$ cat config.mk
export PLATFORM = sky130hd
export DESIGN_NAME = apb_ssd_ctrl
export DESIGN_NICKNAME = d
export VERILOG_FILES = /design/src/rtl/apb_ssd_ctrl.sv
export SDC_FILE = /design/constraint.sdc
export NUM_CORES = 1
export LEC_CHECK = 0
export CORE_ASPECT_RATIO = 0.5
export CORE_UTILIZATION = 25
export DETAILED_ROUTE_END_ITERATION = 6
export PLACE_DENSITY = 0.42
export SETUP_SLACK_MARGIN = 0.05
export SYNTH_ARGS = -nofsm -noshare
export SYNTH_HDL_FRONTEND = slang
export SYNTH_SLANG_ARGS = --single-unit
$ cat constraint.sdc
create_clock -name clk -period 3.31 [get_ports clk]
set_input_delay 0.4965 -clock clk [delete_from_list [all_inputs] [get_ports clk]]
set_output_delay 0.4965 -clock clk [all_outputs]
set_load 0.005 [all_outputs]
$ cat src/rtl/apb_ssd_ctrl.sv
`default_nettype none
// ============================================================================
//  Module   : apb_ssd_ctrl
//  Purpose  : APB3 slave that owns six hex digits for the board's seven-
//             segment displays, with a prescaler/event timer used for digit
//             blinking and an autonomous 24-bit hex count-up mode.
//  Ports    : clk, reset           - clock, synchronous active-high reset
//             S_PADDR..S_PREADY    - APB3 slave port (zero wait states)
//             ssd_chars[23:0]      - digit i code at [4i+3:4i]
//             ssd_blank[5:0]       - 1 = digit i is blanked
//  Revision : 1.0 - initial release
// ============================================================================
module apb_ssd_ctrl #(
  parameter logic [15:0] PRESCALE_RST = 16'd49999,
  parameter logic [7:0]  RATE_RST     = 8'd249
) (
  input  logic        clk,
  input  logic        reset,
  input  logic [15:0] S_PADDR,
  input  logic        S_PWRITE,
  input  logic        S_PSELx,
  input  logic        S_PENABLE,
  input  logic [15:0] S_PWDATA,
  output logic [15:0] S_PRDATA,
  output logic        S_PREADY,
  output logic [23:0] ssd_chars,
  output logic [5:0]  ssd_blank
);

  localparam logic [2:0] c_idx_dig_lo   = 3'd0;
  localparam logic [2:0] c_idx_dig_hi   = 3'd1;
  localparam logic [2:0] c_idx_ctrl     = 3'd2;
  localparam logic [2:0] c_idx_prescale = 3'd3;
  localparam logic [2:0] c_idx_rate     = 3'd4;
  localparam logic [2:0] c_idx_status   = 3'd5;
  localparam logic [7:0] c_ctrl_rst     = 8'h3F;

  // Registers
  logic [23:0] digits_q,   digits_d;
  logic [7:0]  ctrl_q,     ctrl_d;
  logic [15:0] prescale_q, prescale_d;
  logic [7:0]  rate_q,     rate_d;
  logic [15:0] pc_q,       pc_d;
  logic [7:0]  rc_q,       rc_d;
  logic        phase_q,    phase_d;
  logic [7:0]  evcnt_q,    evcnt_d;
  logic [5:0]  blank_q,    blank_d;

  // APB decode
  logic       w_access;
  logic       w_wr;
  logic [2:0] w_idx;
  logic       w_cfg_wr;
  logic       w_tick;
  logic       w_event;
  logic       w_unused_addr;

  assign w_access      = S_PSELx & S_PENABLE;
  assign w_wr          = w_access & S_PWRITE;
  assign w_idx         = S_PADDR[2:0];
  assign w_unused_addr = ^S_PADDR[15:3];
  assign S_PREADY      = w_access;

  // A timing-register write restarts the timebase; the restart edge itself
  // must not produce a tick, so the write masks the terminal-count compare.
  assign w_cfg_wr = w_wr & ((w_idx == c_idx_prescale) | (w_idx == c_idx_rate));
  assign w_tick   = (pc_q == prescale_q) & ~w_cfg_wr;
  assign w_event  = w_tick & (rc_q == rate_q);

  always_comb begin
    digits_d   = digits_q;
    ctrl_d     = ctrl_q;
    prescale_d = prescale_q;
    rate_d     = rate_q;
    pc_d       = pc_q;
    rc_d       = rc_q;
    phase_d    = phase_q;
    evcnt_d    = evcnt_q;

    // Timebase
    if (w_cfg_wr) begin
      pc_d = 16'd0;
      rc_d = 8'd0;
    end else begin
      pc_d = w_tick ? 16'd0 : pc_q + 16'd1;
      if (w_tick) begin
        rc_d = w_event ? 8'd0 : rc_q + 8'd1;
      end
    end

    // Event consequences
    if (w_event) begin
      phase_d = ~phase_q;
      evcnt_d = evcnt_q + 8'd1;
      if (ctrl_q[7]) begin
        digits_d = digits_q + 24'd1;
      end
    end

    // Register writes; a digit write overrides only its own half, so the
    // other half keeps the incremented value (carry from the old value).
    if (w_wr) begin
      case (w_idx)
        c_idx_dig_lo:   digits_d[15:0]  = S_PWDATA;
        c_idx_dig_hi:   digits_d[23:16] = S_PWDATA[7:0];
        c_idx_ctrl:     ctrl_d          = S_PWDATA[7:0];
        c_idx_prescale: prescale_d      = S_PWDATA;
        c_idx_rate:     rate_d          = S_PWDATA[7:0];
        default:        ;
      endcase
    end

    // Blank mask is computed from registered state, hence one cycle of lag
    blank_d = ~ctrl_q[5:0] | {6{ctrl_q[6] & phase_q}};
  end

  always_ff @(posedge clk) begin
    if (reset) begin
      digits_q   <= 24'h000000;
      ctrl_q     <= c_ctrl_rst;
      prescale_q <= PRESCALE_RST;
      rate_q     <= RATE_RST;
      pc_q       <= 16'd0;
      rc_q       <= 8'd0;
      phase_q    <= 1'b0;
      evcnt_q    <= 8'd0;
      blank_q    <= 6'h00;
    end else begin
      digits_q   <= digits_d;
      ctrl_q     <= ctrl_d;
      prescale_q <= prescale_d;
      rate_q     <= rate_d;
      pc_q       <= pc_d;
      rc_q       <= rc_d;
      phase_q    <= phase_d;
      evcnt_q    <= evcnt_d;
      blank_q    <= blank_d;
    end
  end

  // Read mux
  always_comb begin
    S_PRDATA = 16'h0000;
    if (S_PSELx) begin
      case (w_idx)
        c_idx_dig_lo:   S_PRDATA = digits_q[15:0];
        c_idx_dig_hi:   S_PRDATA = {8'h00, digits_q[23:16]};
        c_idx_ctrl:     S_PRDATA = {8'h00, ctrl_q};
        c_idx_prescale: S_PRDATA = prescale_q;
        c_idx_rate:     S_PRDATA = {8'h00, rate_q};
        c_idx_status:   S_PRDATA = {evcnt_q, 7'd0, phase_q};
        default:        S_PRDATA = 16'h0000;
      endcase
    end
  end

  assign ssd_chars = digits_q;
  assign ssd_blank = blank_q;

endmodule
`default_nettype wire

==> Word-level counts from Yosys, hierarchy flattened <==
Cells that the tools add are included.
{ "word_totals": {"wordCells": 45, "out_inout_bits": 47, "ff_bits": 95, "inputBits": 37} }
{ "op_classes": {"reduce_logical": 6, "n_bitwise": 11, "eq_ne": 7, "addsub": 4, "mux": 8} }
{ "op_table": {"columns": ["cell", "n"], "rows": [
  ["16-bit one-hot mux with 6 select lines", 1],
  ["24-bit two-way mux", 3],
  ["16-bit two-way mux", 2],
  ["24-bit by 1-bit adder with 24-bit output (second input constant)", 1],
  ["16-bit by 1-bit adder with 16-bit output (second input constant)", 1],
  ["8-bit by 1-bit adder with 8-bit output (second input constant)", 2],
  ["16-bit equality test", 1],
  ["8-bit two-way mux", 2],
  ["8-bit equality test", 1],
  ["1-bit bitwise AND", 6],
  ["3-bit by 2-bit equality test with 1-bit output (second input constant)", 2],
  ["3-bit equality test (second input constant)", 2],
  ["6-bit inverter", 1],
  ["6-bit OR", 1],
  ["2-bit AND reduction", 3],
  ["3-bit by 1-bit equality test with 1-bit output (second input constant)", 1],
  ["3-bit zero test", 1],
  ["3-bit OR reduction", 1],
  ["1-bit inverter", 2],
  ["2-bit OR reduction", 1],
  ["1-bit OR", 1]
]} }

==> Longest topological paths before layout <==
{ "depth": {"depth_word": 9, "ltp_mapped": 8, "mapped_depth_nobuf": 6} }

==> Worst setup path after synthesis <==
No wires, ideal clock.
{ "synth_path": {"path_kind": "input port to output port", "start": "input port S_PADDR[0]", "end": "output port S_PRDATA[5]", "t_arrival_ps": 1856, "t_required_ps": 2813, "slack_ps": 958, "path_buffers": 2, "path_stages": 6, "path_cell_list": "buf_2 -> buf_1 -> mux4_2 -> nor2b_1 -> a31oi_1 -> nor2_1"} }
{ "synth_via": {"elab_chain_cells": 3, "elab_cells_between_ends": 8, "cone_classes": "eq/ne: 5; mux: 2; reduce/logical: 1"} }
{ "synth_lines": {"columns": ["element", "line_no", "text"], "rows": [
  ["start: declaration", "19", "input logic [15:0] S_PADDR,"],
  ["3-bit equality test, or another cell as far along", "145", "case (w_idx)"],
  ["16-bit one-hot mux with 6 select lines *", "145", null],
  ["16-bit two-way mux *", "144", "if (S_PSELx) begin"],
  ["end: declaration", "24", "output logic [15:0] S_PRDATA,"]
]} }
Mark *: on every way between the ends. The rest lies on a longest branch, timed or not.

==> Worst setup path after layout <==
{ "layout_path": {"start": "input port S_PADDR[0]", "end": "output port S_PRDATA[4]"} }
Same word-level chain as after synthesis.

==> qor.txt <==
Setup CP Type = primary input to output pin
Die X = 205 um
Startpoint types = primary input
Vias in the first global route = 4,330
First-pass GRT wire length = 26.3 mm
Gpl congestion = 0.801
Tmin final = 3.14 ns
CTS sink cnt = 95
Largest net degree at the start of global routing = 33
Clock Power Share = 0.476
Mapped Cells = 613
Initial core utilization = 0.260
Port-buffer cells = 70
Chip Height = 103 um
Final net count = 719
Setup TNS = 0 ns
R2R setup slack = 0.75 ns
Hold EP = ssd_blank[4]
Share of post-route cells with drive strength above 1 = 0.0878
Synth Register Bits = 95
CTS Buffer Depth = 2
Post-CTS setup buffer count = 0
Fin Clk Skew = 0.0116 ns
Share of async-settable or async-resettable flops after synthesis = 0
Clk_lat worst skew = 0.36 ns
Crit. End Element = output pin
Clock buffer count from CTS = 9
# diodes = 0
Full die area = 21,100 um2
# resized after CTS = 0
Crit path max fanout = 11
CTS H-tree lvls = 3
Reg2reg end = ssd_chars[13]
Most common cell after layout, fill and taps aside = nor2_1
Vias = 4,594
DP Wirelength = 13.0 mm
Critical Path RT = 2.81 ns
Static Leak = 0.00219 uW
Pwr dens = 400 nW/um2
Slew at the pin closest to its max-slew limit = 0.680 ns
GRT Total Usage = 0.169
Arr. time, crit path = 2.64 ns
ANT nets after route = 0
Gate power share = 0.077
Outcome = complete, no violations
Vias per inst = 4.84
Sequential share of power = 0.448
Switching Share = 0.238
Peak VDD IR = 190 uV
Drt first-iter violations = 364
Most frequent cells in the layout = nor2_1, dfxtp_1, clkdlybuf4s50_1
Synth cell types = 49
Net Sw Power = 622 uW
# IOs = 84
Min-Delay Path Class = flip-flop to flip-flop
Clk slew on worst S/H paths = 0.07 ns
Drt first pass iters = 4
# fillers = 2,114
Total core area = 19,800 um2
Relative slew margins = 0.545
Warnings, synthesis = 0
Setup Viol. Count Final = 0
WL/cell = 18.1 um
RSZ-0062 raised after global routing = no
Register area share after synthesis = 0.370
Ys flop type = dfxtp_1
F_max = 319 MHz
DRC errors left = 0
Area delta synth->final = 27.3%
RR Startpoint = prescale_q[9]
CTS Hold Bufs = 0
Aggregate global routing overflow = 0
Cell Rows = 36
P_int = 1990 uW
Root buffer selected by CTS = clkbuf_16
Worst setup path startpoint = S_PADDR[0]
Syn Area/Cell = 8.37 um2
R2R depth = 7
Fin crit share = 0.948
Final Hold Viols = 0
Power, Total = 2610 uW
Initial antenna violation count = 0
Synth Net Count = 654
Synthesized cell area = 5130 um2
Post-synth EDFFs = 0
CTS tree = done
Hold Path Cell Cnt = 1
Max Cap Viol = 0
Final Max Slew Viols = 0
Hold path start = ctrl_q[4]
Total routed wirelength = 17.2 mm
sequential cells by signal, summed over array words and instances, names as in the netlist:
name,count
ctrl_q,8
evcnt_q,8
pc_q,16
phase_q,1
prescale_q,16
rate_q,8
rc_q,8
ssd_blank,6
ssd_chars,24
layer usage:
metal	up-vias	part of all wire	global-route usage
li1	2285	-	-
met1	2216	0.52	0.245
met2	82	0.42	0.245
met3	11	0.057	0.0461
met4	0	0.0091	0.0385
met5	-	0	0
cell families (layout without fill, tap and decap cells):
kind of cell / count (synthesis) / after routing / share of synthesized area
fa+ha+maj: 4 / 4 / 0.00975
flops: 95 / 95 / 0.370
mux: 18 / 18 / 0.0453
simple gates: 275 / 275 / 0.288
xor+xnor: 65 / 65 / 0.111
buf+inv: 53 / 123 / 0.0397
compound gates: 103 / 103 / 0.136
synthesized netlist by cell type (all sizes together) (2+ instances only):
cell    count  area share
and4        7       0.012
nor2b      13       0.016
a22oi      10       0.015
nor2      100       0.073
xnor2      39       0.067
and3        7      0.0085
or3         3      0.0037
and2        5      0.0061
inv        18       0.013
or2         3      0.0037
nand3b     10       0.017
xor2       26       0.044
nor3        5      0.0049
mux2        2      0.0044
clkbuf     28       0.020
mux2i      12       0.023
a21oi      31       0.030
o22a        3      0.0051
dfxtp      95        0.37
a211o      15       0.026
o22ai       3      0.0037
o21ai       8      0.0078
nand2b      3      0.0037
or4         4      0.0058
nor4       25       0.052
a31oi       4      0.0049
nand2      57       0.042
nand3      17       0.018
o31ai       4      0.0058
a311oi      5      0.0085
a211oi     17       0.025
mux4        4       0.018
buf         7      0.0061
ha          4      0.0097
nand4      13       0.017
worst max-delay path, cell delays in order:
cell             delay, ns
clkdlybuf4s50_1       0.56
buf_4                 0.24
mux4_2                0.52
nor2b_1               0.14
a31oi_1               0.15
nor2_1                0.06
clkdlybuf4s50_1       0.47
per-stage QoR:
| step | setup WS [ns] | instances | utilization | cell area (um2) | hold WS [ns] |
|---|---|---|---|---|---|
| after floorplan | 0.958 | 613 | - | 5130 | 0.418 |
| after global placement | 0.179 | 933 | 0.313 | 6190 | 0.441 |
| after detailed placement | 0.155 | 933 | 0.313 | 6190 | 0.431 |
| after CTS | 0.149 | 949 | 0.330 | 6530 | 0.446 |
| after global routing | 0.0739 | 949 | 0.330 | 6530 | 0.476 |
| final | 0.171 | 949 | 0.330 | 6530 | 0.446 |
how the worst max path moves through the flow:
stage               slack [ns]            to  cells past startpoint
floorplan                 0.96   S_PRDATA[5]                      6
global placement          0.18   S_PRDATA[4]                      7
detailed placement        0.16   S_PRDATA[4]                      7
CTS                       0.15   S_PRDATA[4]                      7
global route              0.07  S_PRDATA[15]                      8
finish                    0.17   S_PRDATA[4]                      7
final cells by class:
| cell class | count | area, um2 | area share |
|---|---|---|---|
| timing repair buffer | 89 | 851 | 0.130 |
| clock buffer | 10 | 229 | 0.0350 |
| sequential | 95 | 1900 | 0.291 |
| inverter | 18 | 67.6 | 0.0103 |
| clock inverter | 6 | 118 | 0.0180 |
| multi-input combinational | 465 | 3030 | 0.464 |
| tap | 266 | 333 | 0.0509 |
power groups by stage:
stage / sequential (uW) / combinational [uW] / clock [uW]
2_1_floorplan: 1190 / 98.7 / 0
4_1_cts: 1170 / 201 / 1280
3_5_place_dp: 1200 / 201 / 0
6_report: 1170 / 200 / 1240
3_3_place_gp: 1200 / 201 / 0
5_1_grt: 1170 / 217 / 1330
No activity file was read; power rests on OpenSTA's default activity.
